==> src/rtl/spi_ram_pkg.sv <==
// Shared definitions for the SPI-attached command RAM.
// Command codes carried in din[DATA_W+1:DATA_W] and controller states.
package spi_ram_pkg;

    localparam logic [1:0] CMD_WR_ADDR = 2'b00;
    localparam logic [1:0] CMD_WR_DATA = 2'b01;
    localparam logic [1:0] CMD_RD_ADDR = 2'b10;
    localparam logic [1:0] CMD_RD_DATA = 2'b11;

    typedef enum logic {
        ST_CLEAR = 1'b0,
        ST_RUN   = 1'b1
    } state_t;

endpackage

==> src/rtl/sp_ram.sv <==
// Plain single-port synchronous RAM, registered read, no reset.
// Ports: clk, we, addr[ADDR_W], wdata[DATA_W], rdata[DATA_W] (registered).
module sp_ram #(
    parameter int ADDR_W = 8,
    parameter int DATA_W = 8
) (
    input  logic              clk,
    input  logic              we,
    input  logic [ADDR_W-1:0] addr,
    input  logic [DATA_W-1:0] wdata,
    output logic [DATA_W-1:0] rdata
);

    logic [DATA_W-1:0] mem [2**ADDR_W];

    always_ff @(posedge clk) begin
        if (we) begin
            mem[addr] <= wdata;
        end
        rdata <= mem[addr];
    end

endmodule

==> src/rtl/spi_ram_ctrl.sv <==
// Command-decoded RAM behind the SPI slave: address/data commands,
// optional post-reset clear, auto-increment, read-before-address error.
// Ports: clk, rst_n (sync, active-low), din{cmd,field}, rx_valid,
//        dout, tx_valid (1-cycle), busy (clearing), cmd_err (1-cycle).
module spi_ram_ctrl
    import spi_ram_pkg::*;
#(
    parameter int ADDR_W         = 8,
    parameter int DATA_W         = 8,
    parameter int AUTO_INC       = 1,
    parameter int CLEAR_ON_RESET = 1
) (
    input  logic              clk,
    input  logic              rst_n,
    input  logic [DATA_W+1:0] din,
    input  logic              rx_valid,
    output logic [DATA_W-1:0] dout,
    output logic              tx_valid,
    output logic              busy,
    output logic              cmd_err
);

    localparam logic [ADDR_W-1:0] ADDR_MAX = '1;
    localparam state_t ST_INIT = (CLEAR_ON_RESET != 0) ? ST_CLEAR : ST_RUN;
    localparam logic BUSY_INIT = (CLEAR_ON_RESET != 0);

    state_t            state;
    logic [ADDR_W-1:0] wr_addr;
    logic [ADDR_W-1:0] rd_addr;
    logic [ADDR_W-1:0] clr_addr;
    logic              rd_addr_set;
    logic [DATA_W-1:0] dout_hold;

    logic [1:0]        cmd;
    logic [DATA_W-1:0] field;
    logic              run_cmd;
    logic              wr_data_cmd;

    logic              ram_we;
    logic [ADDR_W-1:0] ram_addr;
    logic [DATA_W-1:0] ram_wdata;
    logic [DATA_W-1:0] ram_rdata;

    assign cmd         = din[DATA_W+1:DATA_W];
    assign field       = din[DATA_W-1:0];
    assign run_cmd     = (state == ST_RUN) && rx_valid;
    assign wr_data_cmd = run_cmd && (cmd == CMD_WR_DATA);

    // Writes are held off while rst_n is low so a reset cycle never
    // disturbs memory contents.
    assign ram_we = rst_n && ((state == ST_CLEAR) || wr_data_cmd);

    always_comb begin
        ram_addr  = rd_addr;
        ram_wdata = field;
        unique case (1'b1)
            (state == ST_CLEAR): begin
                ram_addr  = clr_addr;
                ram_wdata = '0;
            end
            wr_data_cmd: begin
                ram_addr = wr_addr;
            end
            default: begin
                ram_addr = rd_addr;
            end
        endcase
    end

    sp_ram #(
        .ADDR_W (ADDR_W),
        .DATA_W (DATA_W)
    ) u_ram (
        .clk   (clk),
        .we    (ram_we),
        .addr  (ram_addr),
        .wdata (ram_wdata),
        .rdata (ram_rdata)
    );

    // The RAM output register carries fresh data exactly in the
    // tx_valid cycle; dout_hold keeps it afterwards so dout is stable
    // between reads and zero out of reset.
    assign dout = tx_valid ? ram_rdata : dout_hold;

    always_ff @(posedge clk) begin
        if (!rst_n) begin
            state       <= ST_INIT;
            busy        <= BUSY_INIT;
            wr_addr     <= '0;
            rd_addr     <= '0;
            rd_addr_set <= 1'b0;
            clr_addr    <= '0;
            tx_valid    <= 1'b0;
            cmd_err     <= 1'b0;
            dout_hold   <= '0;
        end else begin
            tx_valid <= 1'b0;
            cmd_err  <= 1'b0;
            if (tx_valid) begin
                dout_hold <= ram_rdata;
            end
            case (state)
                ST_CLEAR: begin
                    clr_addr <= clr_addr + 1'b1;
                    cmd_err  <= rx_valid;
                    if (clr_addr == ADDR_MAX) begin
                        state <= ST_RUN;
                        busy  <= 1'b0;
                    end
                end
                ST_RUN: begin
                    if (rx_valid) begin
                        case (cmd)
                            CMD_WR_ADDR: begin
                                wr_addr <= field[ADDR_W-1:0];
                            end
                            CMD_WR_DATA: begin
                                if (AUTO_INC != 0) begin
                                    wr_addr <= wr_addr + 1'b1;
                                end
                            end
                            CMD_RD_ADDR: begin
                                rd_addr     <= field[ADDR_W-1:0];
                                rd_addr_set <= 1'b1;
                            end
                            default: begin
                                if (rd_addr_set) begin
                                    tx_valid <= 1'b1;
                                    if (AUTO_INC != 0) begin
                                        rd_addr <= rd_addr + 1'b1;
                                    end
                                end else begin
                                    cmd_err <= 1'b1;
                                end
                            end
                        endcase
                    end
                end
                default: begin
                    state <= ST_INIT;
                end
            endcase
        end
    end

endmodule

==> config.mk <==
export PLATFORM = sky130hd
export DESIGN_NAME = spi_ram_ctrl
export DESIGN_NICKNAME = d
export VERILOG_FILES = /design/src/rtl/spi_ram_pkg.sv /design/src/rtl/sp_ram.sv /design/src/rtl/spi_ram_ctrl.sv
export SDC_FILE = /design/constraint.sdc
export NUM_CORES = 2
export LEC_CHECK = 0
export BUFFER_PORTS_ARGS = -buffer_cell sky130_fd_sc_hd__buf_2
export CELL_PAD_IN_SITES_DETAIL_PLACEMENT = 0
export CELL_PAD_IN_SITES_GLOBAL_PLACEMENT = 1
export CORE_UTILIZATION = 25
export CTS_CLUSTER_DIAMETER = 40
export DETAILED_ROUTE_END_ITERATION = 7
export HOLD_SLACK_MARGIN = 0.02
export PLACE_DENSITY_LB_ADDON = 0.1
export SYNTH_ARGS = -nofsm -noshare
export SYNTH_HDL_FRONTEND = slang
export SYNTH_HIERARCHICAL = 1
export SYNTH_SLANG_ARGS = --single-unit
==> constraint.sdc <==
create_clock -name clk -period 9.09 [get_ports clk]
set_input_delay 0 -clock clk [delete_from_list [all_inputs] [get_ports clk]]
set_output_delay 0 -clock clk [all_outputs]
set_load 0.005 [all_outputs]
### Yosys cells after proc, flatten, opt, wreduce, memory -nomap -nowiden

Memories as Yosys holds them, arrays and structs flattened. A register that Yosys moved wholly into a read port is not among the register bits.
Cells that the tools add are included.

* output and inout port bits: 11
* input port bits: 13
* memories: 1
* bits in writable memories: 2048
* word-level logic and storage cells: 49
* register bits after elaboration: 37

Memory list
* u_ram.mem: depth 256, width 8, read ports 1, clocked after Yosys merged registers in 1, wr ports 1, RTL line sp_ram.sv:14 `logic [DATA_W-1:0] mem [2**ADDR_W];`

* reduce and logical (&&, ||, !) cells: 14
* eq/ne operators: 3
* bitwise logic cells: 4
* $add $sub $neg: 3
* mux-type cells: 15

Operators with widths (number)
* 8-bit one-hot mux with 2 select lines: 3
* 8-bit by 1-bit adder with 8-bit output (second input constant): 3
* 8-bit 2-to-1 mux: 3
* 8-bit == test (second input constant): 1
* 1-bit 2-to-1 mux: 8
* 3-bit AND reduction: 2
* 6-bit OR reduction: 1
* 1-bit inverter: 4
* 4-bit AND reduction: 1
* 2-bit nonzero test: 2
* 1-bit logical AND: 3
* 3-bit OR reduction: 1
* 2-bit by 1-bit == test with 1-bit output (second input constant): 1
* 2-bit == test (second input constant): 1
* 2-bit logical NOT: 1
* 1-bit one-hot mux with 2 select lines: 1
* 2-bit AND reduction: 1
* 2-bit OR reduction: 1
* 1-bit logical OR: 1

### Depth between registers and ports, before layout

* word-level depth: 6
* depth in mapped cells: 16
* depth with buffers taken out: 8

### Cells and area by module

The synthesis kept the hierarchy.

By module, submodules not included
* sp_ram: sequential area each 61659.1 µm², times used 1, area each 78492.8 µm², cells each 3547
* spi_ram_ctrl: sequential area each 740.7 µm², times used 1, area each 2068.2 µm², cells each 244

### Worst setup path after synthesis

No wires, ideal clock.

* path kind: register to register
* from: register state
* to: memory u_ram.mem[0][0] (data pin)
* clock period less this slack: 5.047 ns
* library setup time: 0.867 ns
* path buffers: 3
* arrival: 4.180 ns
* required time: 8.223 ns
* stages on the path, launching flop included: 5
* setup slack: 4.043 ns
* path through: dfxtp_1 buf_2 buf_2 clkbuf_1 and2_1

* word-level cells in the longest chain between the ends: 1

Ends and longest elaborated chain
* from (decl): RTL line spi_ram_ctrl.sv:27 `state_t state;`
* from (signal assigned): RTL line spi_ram_ctrl.sv:88 `state <= ST_INIT;`
* from (signal assigned): RTL line spi_ram_ctrl.sv:108 `state <= ST_RUN;`
* from (signal assigned): RTL line spi_ram_ctrl.sv:141 `state <= ST_INIT;`
* 8-bit 2-to-1 mux: RTL line spi_ram_ctrl.sv:56 `unique case (1'b1)`
* net ram_wdata[0]: RTL line spi_ram_ctrl.sv:41 `logic [DATA_W-1:0] ram_wdata;`
* to (decl): RTL line sp_ram.sv:14

The timed path passes the listed nets, and every way through them passes these cells.

### Worst setup path in the final report

* from: register state
* to: register u_ram.rdata[7], read port of u_ram.mem

* word-level cells in the longest chain between the ends: 3
* elaborated cells on any way between the ends: 4
* those cells by class: mux (1); bitwise (1); reduce/logical (2)

Ends and longest elaborated chain
* 1-bit logical AND: RTL line spi_ram_ctrl.sv:46 `assign run_cmd = (state == ST_RUN) && rx_valid;`
* 1-bit logical AND: RTL line spi_ram_ctrl.sv:47 `assign wr_data_cmd = run_cmd && (cmd == CMD_WR_DATA);`
* 8-bit one-hot mux with 2 select lines *: RTL line spi_ram_ctrl.sv:56
* net ram_addr[0]: RTL line spi_ram_ctrl.sv:40 `logic [ADDR_W-1:0] ram_addr;`
* to (decl): RTL line sp_ram.sv:11 `output logic [DATA_W-1:0] rdata`

Mark *: on every way through the listed nets, which the timed path passes. The rest lies on a longest branch.
A chain may end at the register's enable or synchronous reset.

==> impl_metrics.prom <==
# TYPE chip_impl_metric gauge
chip_impl_info{name="status",value="finished, final reports clean"} 1
chip_impl_metric{name="worst_ir_drop_on_vdd",unit="V"} 0.000167
chip_impl_info{name="cts_tree",value="done"} 1
chip_impl_metric{name="grt_max_degree",unit=""} 161
chip_impl_metric{name="grt.total_usage",unit="%"} 15.2
chip_impl_metric{name="worst_slew_pin_slew",unit="ns"} 1.38
chip_impl_metric{name="worst-r2r-cell-count",unit=""} 10
chip_impl_metric{name="yosys-mux-area-fraction",unit="%"} 14.5
chip_impl_metric{name="cts-buffers-inserted",unit=""} 405
chip_impl_metric{name="grt_remaining_overflow",unit=""} 0
chip_impl_metric{name="timing.hold.worst_path_depth",unit=""} 5
chip_impl_metric{name="placement_rows",unit=""} 208
chip_impl_metric{name="vias",unit=""} 40000
chip_impl_metric{name="core_region_area",unit="um2"} 321000
chip_impl_info{name="critical_path.startpoint_type",value="register"} 1
chip_impl_metric{name="clkSlewWorstSetupHoldPaths",unit="ns"} 0.05
chip_impl_metric{name="critical_path.max_fanout",unit=""} 48
chip_impl_info{name="hold_class",value="in2reg"} 1
chip_impl_metric{name="final_weighted_congestion_of_routability_driven_global_placement",unit=""} 0.712
chip_impl_metric{name="synth_xor_xnor_area_share",unit="%"} 0.0544
chip_impl_metric{name="vias_per_cell",unit=""} 4.54
chip_impl_metric{name="post_synth.cell_area_avg",unit="um2"} 21.3
chip_impl_metric{name="cts-htree-levels",unit=""} 5
chip_impl_metric{name="min_clock_period_post_route",unit="ns"} 5.85
chip_impl_metric{name="timing.reg2reg.setup_slack",unit="ns"} 3.24
chip_impl_metric{name="clock_latency",unit="ns"} 0.94
chip_impl_metric{name="synth_sequential_area_ratio",unit="%"} 77.5
chip_impl_info{name="unrepaired_setup_endpoints_after_global_routing",value="no"} 1
chip_impl_metric{name="slew-limit-headroom",unit="%"} 6.94
chip_impl_metric{name="syn_area",unit="um2"} 80600
chip_impl_metric{name="mappedNetlistNets",unit=""} 3807
chip_impl_metric{name="initialDrtViolationCount",unit=""} 3339
chip_impl_metric{name="drive_above_1_share",unit="%"} 31.4
chip_impl_metric{name="simple_gate_fraction_of_synth_area",unit="%"} 2.45
chip_impl_info{name="cp_cell_sequence",value="and4b_1 > nor2b_1 > a221o_4 > buf_12 > buf_4 > mux4_2 > a22oi_1 > a21oi_1 > o41ai_1 > nand4_1"} 1
chip_impl_metric{name="finalNetCount",unit=""} 4157
chip_impl_info{name="worst_hold_end",value="rd_addr[3]"} 1
chip_impl_metric{name="gr-usage-met1",unit="%"} 20.7
chip_impl_metric{name="design.portCount",unit=""} 24
chip_impl_metric{name="drt-total-wl",unit="mm"} 250
chip_impl_metric{name="synth_fa_ha_area_share",unit="%"} 0.0466
chip_impl_metric{name="fill_cells",unit=""} 30800
chip_impl_info{name="dominant_combinational_cell_family_by_area_after_synthesis",value="multiplexers"} 1
chip_impl_metric{name="grt.met2_usage",unit="%"} 25.1
chip_impl_metric{name="yosys.cell_types.count",unit=""} 54
chip_impl_metric{name="grt_antenna_before_repair",unit=""} 25
chip_impl_metric{name="numPortBuffers",unit=""} 23
chip_impl_info{name="worst_r2r_endpoint",value="u_ram/rdata[7]"} 1
chip_impl_info{name="worstReg2RegStart",value="state"} 1
chip_impl_metric{name="dp_hpwl",unit="mm"} 146
chip_impl_metric{name="worst_ep_required_time",unit="ns"} 9.80
chip_impl_info{name="synth-main-ff-cell",value="sky130_fd_sc_hd__edfxtp_1"} 1
chip_impl_info{name="worst_path_max_delay_cell",value="sky130_fd_sc_hd__o41ai_1"} 1
chip_impl_metric{name="cp_slowest_stage_delay",unit="ns"} 1.12
chip_impl_metric{name="synth_compound_gate_area_share",unit="%"} 4.03
chip_impl_metric{name="place_area",unit="um2"} 86300
chip_impl_info{name="cts_root_buf",value="sky130_fd_sc_hd__clkbuf_16"} 1
chip_impl_metric{name="die-area",unit="um2"} 325000
chip_impl_metric{name="synth_edf_count",unit=""} 2048
chip_impl_metric{name="grt_pass1_wl",unit="mm"} 347
chip_impl_metric{name="die_extent_in_x",unit="um"} 570
chip_impl_metric{name="post_route_setup_tns",unit="ns"} 0
chip_impl_info{name="cp-end-kind",value="register"} 1
chip_impl_metric{name="power.leakage",unit="nW"} 30.8
chip_impl_metric{name="number_of_sinks_driven_by_the_clock_tree",unit=""} 2093
chip_impl_metric{name="worstPathArrival",unit="ns"} 6.56
chip_impl_metric{name="maxSlewViolCount",unit=""} 0
chip_impl_metric{name="first_global_vias",unit=""} 42300
chip_impl_metric{name="routed_wire_length_per_instance",unit="um"} 28.4
chip_impl_metric{name="max_freq",unit="GHz"} 0.171
chip_impl_metric{name="initial_cell_density_of_the_core",unit="%"} 25.1
chip_impl_metric{name="final.period_utilization",unit="%"} 64.4
chip_impl_metric{name="die_y",unit="um"} 570
chip_impl_metric{name="yosys_warnings",unit=""} 6
chip_impl_metric{name="cts.path.max_buffers",unit=""} 4
chip_impl_metric{name="clock_skew",unit="ns"} 0.0563
chip_impl_metric{name="setup_viol_count_final",unit=""} 0
chip_impl_metric{name="finalHoldViolCount",unit=""} 0
chip_impl_metric{name="drv.max_cap_violation_count",unit=""} 0
chip_impl_info{name="top_usage_layer",value="met2"} 1
chip_impl_info{name="min_delay_startpoint",value="din[3]"} 1
chip_impl_metric{name="cts-resized-gates",unit=""} 0
chip_impl_metric{name="final_design_area_no_fill",unit="um2"} 101000
chip_impl_metric{name="areaGrowthSynthToFinish",unit="%"} 25.1
chip_impl_metric{name="detail-route-antenna-nets",unit=""} 0
chip_impl_metric{name="remaining_drc_errors",unit=""} 0
chip_impl_metric{name="grt_util_met3",unit="%"} 2.58
chip_impl_metric{name="ys_ff_latch",unit=""} 2093
chip_impl_info{name="category_of_the_critical_setup_timing_path",value="reg2reg"} 1
chip_impl_metric{name="syn-instance-count",unit=""} 3791
chip_impl_metric{name="drt_pre_antenna_iters",unit=""} 5
chip_impl_metric{name="synthArstFlopShare",unit="%"} 0
chip_impl_metric{name="cellPowerDensity",unit="nW/um2"} 265
[layout by cell type (no fill, tap or decap), types with 11 or more instances in the layout]
cell type / count
sky130_fd_sc_hd__buf_2: 24
sky130_fd_sc_hd__clkbuf_1: 36
sky130_fd_sc_hd__buf_4: 120
sky130_fd_sc_hd__a22oi_1: 256
sky130_fd_sc_hd__o21ai_0: 12
sky130_fd_sc_hd__nand2_1: 39
sky130_fd_sc_hd__nand3_1: 19
sky130_fd_sc_hd__nor2_1: 244
sky130_fd_sc_hd__mux4_2: 512
sky130_fd_sc_hd__nor2b_1: 17
sky130_fd_sc_hd__nor3_1: 33
sky130_fd_sc_hd__clkinv_1: 39
sky130_fd_sc_hd__edfxtp_1: 2048
sky130_fd_sc_hd__inv_6: 41
sky130_fd_sc_hd__nand4_1: 11
sky130_fd_sc_hd__clkinvlp_4: 52
sky130_fd_sc_hd__dfxtp_1: 45
sky130_fd_sc_hd__dlygate4sd3_1: 36
sky130_fd_sc_hd__o41ai_1: 22
sky130_fd_sc_hd__clkbuf_16: 406
sky130_fd_sc_hd__a21oi_1: 138
sky130_fd_sc_hd__and2_1: 17
sky130_fd_sc_hd__buf_12: 12
sky130_fd_sc_hd__clkinv_2: 59
sky130_fd_sc_hd__clkinv_4: 39
sky130_fd_sc_hd__bufinv_16: 59
[layer usage]
metal	up-vias	share of wire (%)
li1	16900	-
met1	21800	45
met2	953	49
met3	357	4.7
met4	2	2.2
met5	-	0.0028
[cell type report]
class / instances / area, um2 / area share, %
antenna: 2 / 5.00 / 0.00497
timing repair buffer: 192 / 1620 / 1.61
sequential: 2093 / 62400 / 61.9
clock inverter: 313 / 3850 / 3.82
clock buffer: 444 / 10300 / 10.2
multi-input combinational: 1445 / 17200 / 17.1
tap: 4305 / 5390 / 5.34
inverter: 4 / 15.0 / 0.0149
[timing repair]
action / in CTS / in global routing
hold buffers: 36 / 0
hold endpoints to repair: 380 / 0
setup endpoints to repair: 0 / 0
setup buffers: 0 / 0
[cell usage after synthesis, drive strengths merged, types with 2 or more instances]
library cell	instances	area (um2)
nand3	27	135
edfxtp	2048	61500
a21boi	6	45.0
a22o	2	17.5
o21a	2	15.0
nand2	47	176
a21oi	138	691
buf	95	612
mux2	8	90.1
o21ai	14	70.1
mux4	512	11500
nand4	11	68.8
xnor2	4	35.0
o221a	2	22.5
ha	3	37.5
and4	3	26.3
nor3	37	190
nand2b	11	68.8
o41ai	32	280
a31oi	3	18.8
clkbuf	154	579
nor2b	21	131
or2	2	12.5
a221o	7	70.1
or3	3	18.8
o211a	2	20.0
nand3b	2	15.0
nor2	245	920
dfxtp	45	901
and2	26	163
mux2i	3	30.0
o31ai	2	15.0
o221ai	2	17.5
a22oi	256	1920
inv	4	15.0
[where the power goes]
part,switching (mW),leakage [nW],internal [mW]
combinational,0.510,5.35,0.352
clock,5.37,6.77,9.98
sequential,0.0123,18.7,10.5
[kinds of logic after synthesis]
| group | count (synthesis) |
|---|---|
| simple gates | 441 |
| compound gates | 473 |
| flops | 2093 |
| fa+ha+maj | 3 |
| buf+inv | 253 |
| xor+xnor | 5 |
| mux | 523 |
[worst max-delay path by stage]
stage / startpoint / to / slack [ns]
floorplan: state / u_ram/mem[0][0] / 4.04
global placement: state / u_ram/rdata[7] / 2.24
CTS: state / u_ram/rdata[3] / 2.99
finish: state / u_ram/rdata[7] / 3.24
detailed placement: state / u_ram/rdata[3] / 2.98
global route: state / u_ram/rdata[3] / 2.76
[worst max-delay path: cells and delay by family (launching register included)]
family,cells,cell delay [ns]
muxes,1,0.59
buffers and inverters,2,0.97
DFF,1,0.30
AOI/OAI and AO/OA,4,2.56
and+or+nand+nor,3,1.13
[metrics by stage]
stage / cells / worst slack [ns] / hold WS (ns) / utilization (%) / power (mW)
CTS: 8796 / 2.99 / 0.0455 / 31.4 / 27.1
global route: 8797 / 2.76 / 0.106 / 31.4 / 27.5
detailed placement: 8003 / 2.98 / 0.334 / 26.9 / 11.5
finish: 8798 / 3.24 / 0.118 / 31.4 / 26.7
floorplan: 3791 / 4.04 / 0.151 / - / 11.2
global placement: 8001 / 2.24 / 0.332 / 26.9 / 11.5
[flip-flops by register name (all words and copies together) (netlist names)]
register and count:
busy 1, cmd_err 1, wr_addr 8, tx_valid 1, rd_addr 8, state 1
rd_addr_set 1, dout_hold 8, u_ram/rdata 8, clr_addr 8, u_ram/mem 2048
Note: power is estimated with default switching activity, not from simulation.
